$ cat src/rtl/bp_update_scheduler.sv
// rtl/bp_update_scheduler.sv - branch predictor update FIFO and table-clear sweep sequencer
// Optional feature macro: BP_UPD_BYPASS_EN (same-cycle br->upd bypass when the queue is empty)
module bp_update_scheduler #(
  parameter int DEPTH       = 4,
  parameter int ADDR_WIDTH  = 32,
  parameter int CLR_ENTRIES = 4096
) (
  input  logic                           clk,
  input  logic                           rst_n,
  input  logic                           flush_req,
  input  logic                           br_valid,
  output logic                           br_ready,
  input  logic [ADDR_WIDTH-1:0]          br_pc,
  input  logic [ADDR_WIDTH-1:0]          br_target,
  input  logic [4:0]                     br_flags,
  output logic                           upd_valid,
  input  logic                           upd_ready,
  output logic [ADDR_WIDTH-1:0]          upd_pc,
  output logic [ADDR_WIDTH-1:0]          upd_target,
  output logic [4:0]                     upd_flags,
  output logic                           clr_valid,
  output logic [$clog2(CLR_ENTRIES)-1:0] clr_index,
  output logic                           pred_stall,
  output logic [$clog2(DEPTH+1)-1:0]     q_count
);

  localparam int IW = $clog2(CLR_ENTRIES);
  localparam int PW = $clog2(DEPTH);
  localparam int CW = $clog2(DEPTH+1);
  localparam int RW = 2 * ADDR_WIDTH + 5;
  localparam logic [IW-1:0] CLR_LAST = IW'(CLR_ENTRIES - 1);
  localparam logic [CW-1:0] DEPTH_C  = CW'(DEPTH);

  typedef enum logic {S_CLEAR, S_RUN} state_t;

  state_t          state_q, state_d;
  logic [IW-1:0]   idx_q, idx_d;
  logic [PW-1:0]   head_q, head_d;
  logic [PW-1:0]   tail_q, tail_d;
  logic [CW-1:0]   count_q, count_d;
  logic [RW-1:0]   mem_q [DEPTH];
  logic [RW-1:0]   mem_d [DEPTH];

  logic            run;
  logic            bypass;
  logic            push;
  logic            pop;
  logic [RW-1:0]   br_rec;
  logic [RW-1:0]   upd_rec;

  assign run    = (state_q == S_RUN);
  assign br_rec = {br_pc, br_target, br_flags};

`ifdef BP_UPD_BYPASS_EN
  // An empty queue lets an arriving record go straight to the predictor port.
  assign bypass = run && (count_q == '0) && !flush_req && br_valid;
`else
  assign bypass = 1'b0;
`endif

  // Handshake decode; br_ready depends only on registered state.
  assign br_ready  = run && (count_q < DEPTH_C);
  assign upd_valid = (run && (count_q != '0)) || bypass;
  assign upd_rec   = bypass ? br_rec : mem_q[head_q];
  assign push      = br_valid && br_ready && !flush_req && !(bypass && upd_ready);
  assign pop       = upd_valid && upd_ready && !flush_req && !bypass;

  assign upd_pc     = upd_rec[RW-1 -: ADDR_WIDTH];
  assign upd_target = upd_rec[ADDR_WIDTH+4 -: ADDR_WIDTH];
  assign upd_flags  = upd_rec[4:0];
  assign clr_valid  = !run;
  assign pred_stall = !run;
  assign clr_index  = idx_q;
  assign q_count    = count_q;

  // Next-state: sweep sequencing, flush handling and FIFO pointer/occupancy updates.
  always_comb begin
    state_d = state_q;
    idx_d   = idx_q;
    head_d  = head_q;
    tail_d  = tail_q;
    count_d = count_q;
    mem_d   = mem_q;
    case (state_q)
      S_CLEAR: begin
        if (flush_req) begin
          idx_d = '0;
        end else if (idx_q == CLR_LAST) begin
          idx_d   = '0;
          state_d = S_RUN;
        end else begin
          idx_d = idx_q + IW'(1);
        end
      end
      S_RUN: begin
        if (flush_req) begin
          state_d = S_CLEAR;
          idx_d   = '0;
          head_d  = '0;
          tail_d  = '0;
          count_d = '0;
        end else begin
          if (push) begin
            mem_d[tail_q] = br_rec;
            tail_d        = tail_q + PW'(1);
          end
          if (pop) begin
            head_d = head_q + PW'(1);
          end
          case ({push, pop})
            2'b10:   count_d = count_q + CW'(1);
            2'b01:   count_d = count_q - CW'(1);
            default: count_d = count_q;
          endcase
        end
      end
      default: begin
        state_d = S_CLEAR;
        idx_d   = '0;
      end
    endcase
  end

  // State registers, all asynchronously cleared so the sweep starts right after reset.
  always_ff @(posedge clk or negedge rst_n) begin
    if (!rst_n) begin
      state_q <= S_CLEAR;
      idx_q   <= '0;
      head_q  <= '0;
      tail_q  <= '0;
      count_q <= '0;
      for (int i = 0; i < DEPTH; i++) begin
        mem_q[i] <= '0;
      end
    end else begin
      state_q <= state_d;
      idx_q   <= idx_d;
      head_q  <= head_d;
      tail_q  <= tail_d;
      count_q <= count_d;
      mem_q   <= mem_d;
    end
  end

endmodule

$ cat config.mk
export PLATFORM = sky130hd
export DESIGN_NAME = bp_update_scheduler
export DESIGN_NICKNAME = d
export VERILOG_FILES = /design/src/rtl/bp_update_scheduler.sv
export SDC_FILE = /design/constraint.sdc
export NUM_CORES = 1
export LEC_CHECK = 0
export BUFFER_PORTS_ARGS = -buffer_cell sky130_fd_sc_hd__buf_2
export CORE_MARGIN = 5
export CORE_UTILIZATION = 30
export CTS_CLUSTER_DIAMETER = 30
export DETAILED_ROUTE_END_ITERATION = 16
export GPL_TIMING_DRIVEN = 0
export PLACE_DENSITY_LB_ADDON = 0.15
export SYNTH_ARGS = -nofsm -noshare
export SYNTH_HDL_FRONTEND = slang
export SYNTH_SLANG_ARGS = --single-unit
$ cat constraint.sdc
create_clock -name clk -period 2.2 [get_ports clk]
set_clock_uncertainty 0.2 [all_clocks]
set_input_delay 0.22 -clock clk [delete_from_list [all_inputs] [get_ports clk]]
set_output_delay 0.22 -clock clk [all_outputs]
set_load 0.1 [all_outputs]
-- Word-level counts from Yosys, hierarchy flattened
Index checks and enable logic that the tools add are counted.
- register bits: 296
- input bits: 74
- logic and storage cells: 63
- add/sub/neg operators: 5
- order comparisons: 4
- equality and inequality tests: 4
- multiplexer cells: 20
- bitwise logic cells: 4
- reduce and logical (&&, ||, !) cells: 17
- operator list (operator ; number):
    $bwmux 276 ; 1
    $mux 69 ; 3
    $bmux 69 s2 ; 1
    $demux 69 s2 ; 1
    $mux 12 ; 3
    $pmux 12 s2 ; 1
    $add 12x1->12 const B ; 1
    $eq 12x12->1 const B ; 1
    $mux 2 ; 4
    $logic_and 1x1->1 ; 7
    $ge 3x3->1 const B ; 2
    $not 2->3 ; 2
    $pmux 3 s2 ; 1
    $reduce_and 2->1 ; 3
    $reduce_bool 3->1 ; 2
    $add 2x1->2 const B ; 2
    $reduce_bool 2->1 ; 2
    $add 3x1->3 const B ; 1
    $lt 3x1->1 const B ; 1
    $lt 3x3->1 const B ; 1
    $mux 1 ; 3
    $mux 3 ; 1
    $reduce_and 3->1 ; 1
    $sub 3x1->3 const B ; 1
    other kinds (6) ; 8

-- Longest topological paths before layout
- depth in word-level cells: 7
- depth in mapped cells: 9

-- Worst setup path before layout
OpenSTA, ideal clock, no wires.
- path type: reg2out
- from: register state_q, in the netlist run
- to: output port br_ready
- data arrival time: 2.762 ns
- required time: 1.780 ns
- setup slack: -0.982 ns
- stages on the path, launching flop included: 4
- cell sequence: dfrtp_1 buf_2 clkinv_1 nor2_1
- longest elaborated chain between the ends: 1
- RTL lines (element ; line ; source):
    start: declaration ; 36 ; state_t state_q, state_d;
    start signal: assignment ; 136 ; state_q <= state_d;
    $logic_and 1x1->1 ; 62 ; assign br_ready = run && (count_q < DEPTH_C);
    end: declaration ; 12 ; output logic br_ready,
Every way passes these cells.

-- Worst setup path in the final report
- from: register head_q[0]
- to: output port upd_target[25]
- longest elaborated chain between the ends: 4
- RTL lines (element ; line ; source):
    start: declaration ; 38 ; logic [PW-1:0] head_q, head_d;
    start signal: assignment ; 129 ; head_q <= '0;
    start signal: assignment ; 138 ; head_q <= head_d;
    $not 2->3 (not written as such) ; 64 ; assign upd_rec = bypass ? br_rec : mem_q[head_q];
    $bmux 69 s2 ; 64 ;
    $mux 69 (not written as such) (2 in series) ; 64 ;
    end: declaration ; 19 ; output logic [ADDR_WIDTH-1:0] upd_target,
Every way passes these cells. The select of a mux whose other input is x is not followed.

==> impl_metrics.py <==
metrics = {
    "timing": {
        "worst_pin_slew_ns": 0.636,
        "fin_crit_ns": 2.52,
        "worst_slack_ns": -0.319,
        "hold_violations": 0,
        "grt_setup_unrepaired": "yes",
        "clock.fmax_ghz": 0.397,
        "slew_headroom": 0.576,
        "setup_viol": 69,
        "fin_crit_sh": 1.14,
        "slew_viol_final": 0,
    },
    "synthesis": {
        "yosysTopAreaCell": "dfrtp_1",
        "synth_top_area_frac": 0.559,
        "ys_top_cells_by_area": "dfrtp_1 (56%), mux2_2 (20%), mux4_2 (12%)",
        "ys_async_sr_fraction": 1.00,
        "yosys.cell_types.count": 41,
        "synth_cells": 790,
        "synth-edff-count": 0,
        "yosysWarnings": 0,
        "syn_area_per_cell_um2": 16.8,
        "netlist_top_cells_count": "dfrtp_1 (296), mux2_2 (236), mux4_2 (69)",
        "syn_area_um2": 13200,
        "yosysSeqAreaShare": 0.559,
        "ys_ff_latch": 296,
        "yosysMostFrequentCell": "dfrtp_1",
        "synthFlopType": "dfrtp_1",
        "syn_nets": 870,
    },
    "detailed_routing": {
        "num_vias": 8214,
        "drt_iter0_markers": 272,
        "via_per_inst": 4.56,
        "drc": 0,
        "finalWirelength_um": 35300,
        "drtPass1Iterations": 4,
        "ant_nets": 0,
        "wire_per_inst_um": 19.6,
    },
    "floorplan": {
        "dieArea_um2": 48400,
        "core_area_um2": 43900,
        "dieWidth_um": 220,
        "die_height_um": 220,
        "num_io_pins": 162,
        "std_cell_rows": 77,
        "initial_core_util": 0.301,
    },
    "final_layout": {
        "final_area_um2": 20800,
        "syn_to_final_growth_pct": 57.2,
        "nNetsFinal": 1215,
        "n_fill_cell": 3851,
        "regArea_um2": 7440,
        "finish.utilization": 0.474,
        "multi_input_area_um2": 6310,
        "drive_gt1_frac": 0.627,
    },
    "grt": {
        "grt_use_total": 0.147,
        "grt_pass1_vias": 9403,
        "grt_overflow_total": 0,
        "grt_pass1_wl_um": 55000,
        "antenna_found_initial": 1,
        "grt_max_degree": 107,
    },
    "setup_path": {
        "arrival_ns": 2.10,
        "crit_fanout": 6,
        "r2r_start": "q_count[2]",
        "worstSetupEndpointType": "output port",
        "required_ns": 1.78,
        "worstSetupStartpoint": "head_q[0]",
        "reg2reg_depth": 8,
        "crit_path_start_kind": "flip-flop",
        "path_class": "flip-flop to output port",
    },
    "run_status": {
        "status": "finished with violations",
        "violations": "negative setup slack",
    },
    "pwr": {
        "vdd_ir_drop_max_uv": 987,
        "power_leakage_nw": 10.6,
        "cellPowerDensity_nw_per_um2": 964,
    },
    "min_path": {
        "min-delay-start": "br_target[8]",
        "worst_hold_path_type": "input pin to flip-flop",
        "worstHoldPathCells": 3,
    },
    "cts": {
        "cts_buffers": 88,
        "clk_latency_ns": 0.59,
        "cts_tree": "done",
        "clock-sinks": 296,
        "path_clk_slew_ns": 0.04,
        "htreeDepth": 3,
        "cts_root_buf": "clkbuf_16",
        "cts_buffer_depth": 3,
    },
    "flow_run": {
        "cap_violations": 0,
    },
    "placement": {
        "dp_hpwl_um": 20900,
        "io_buffers": 160,
        "gp_congestion": 0.724,
        "dpl-instance-area_um2": 15900,
    },
}
-- stage by stage --
stage | instances | setup TNS (ns) | hold WS (ns) | total power, W | setup slack [ns]
global route | 1801 | -25.65 | 0.211 | 0.0208 | -0.402
detailed placement | 1545 | -62.87 | -0.0295 | 0.00700 | -0.754
CTS | 1796 | -23.76 | 0.191 | 0.0204 | -0.390
floorplan | 790 | -30.98 | -0.276 | 0.00660 | -0.229
global placement | 1542 | -1669.16 | 0.281 | 0.00698 | -6.53
finish | 1801 | -19.85 | 0.242 | 0.0201 | -0.319
-- sequential cells by signal (all words and copies together) (netlist names) --
name,count
q_count,3
clr_index,12
mem_q,276
head_q,2
tail_q,2
run,1
-- layout make-up --
cell class / count / share of cell area
timing repair buffer: 260 / 0.122
clock buffer: 115 / 0.118
antenna: 1 / 0.000120
tap: 592 / 0.0356
multi-input combinational: 436 / 0.303
inverter: 5 / 0.000962
sequential: 296 / 0.357
clock inverter: 48 / 0.0298
buffer: 48 / 0.0325
-- cell families (layout without fill, tap and decap cells) --
logic type / count (synthesis) / count (layout) / synth area share
adders and majority gates: 6 / 6 / 0.00624
and+or+nand+nor: 46 / 46 / 0.0191
muxes: 347 / 347 / 0.365
xor gates and xnor gates: 9 / 9 / 0.00595
AOI/OAI and AO/OA: 28 / 28 / 0.0153
DFF: 296 / 296 / 0.559
buffers and inverters: 58 / 476 / 0.0291
other: 0 / 1 / 0
-- routing by layer --
layer | track usage | vias to the layer above | part of all wire
met5 | 0 | - | 0
met4 | 0.0524 | 0 | 0.021
met3 | 0.0467 | 67 | 0.048
met2 | 0.224 | 182 | 0.46
met1 | 0.198 | 4277 | 0.47
li1 | - | 3688 | -
-- power breakdown --
group | switching (W) | internal [W]
clock network | 0.00379 | 0.00915
logic | 0.000947 | 0.000515
registers | 0.0000818 | 0.00559
total | 0.00481 | 0.0153
-- what timing repair did --
action,CTS,global route
pin swaps,1,0
endpoints found under the setup margin,351,106
setup buffers,18,1
gates cloned,2,4
hold endpoints to repair,504,0
hold buffers,74,0
resized for setup,205,14
-- worst max-delay path: stages, from the launching register on --
cell     delay, ns
dfrtp_4       0.44
buf_12        0.16
buf_12        0.14
mux4_2        0.56
buf_12        0.20
-- cell usage in the layout (no fill, tap or decap), types with 5 or more instances in the layout --
master,instances
clkinv_4,8
buf_2,87
clkbuf_1,16
nand2_1,7
mux4_2,69
dlygate4sd3_1,74
bufinv_16,11
clkinv_2,15
xnor2_1,9
clkbuf_16,93
inv_6,5
nor2_1,10
dfrtp_1,278
clkbuf_4,6
mux2_4,248
clkinvlp_4,7
buf_6,57
buf_4,13
mux2_2,28
buf_12,27
nor3_1,5
dfrtp_2,15
ha_1,5
buf_16,5
clkbuf_8,14
buf_8,31
-- path summary, 6_finish.rpt --
| kind | to | slack (ns) |
|---|---|---|
| max | upd_target[25] | -0.32 |
| min | mem_q[151] | 0.24 |
| max reg2reg | mem_q[197] | 0.06 |
| min reg2reg | mem_q[219] | 0.30 |
| max in group asynchronous | head_q[0] | 0.27 |
| min in group asynchronous | mem_q[259] | 0.46 |
Note: power is estimated with default switching activity, not from simulation.
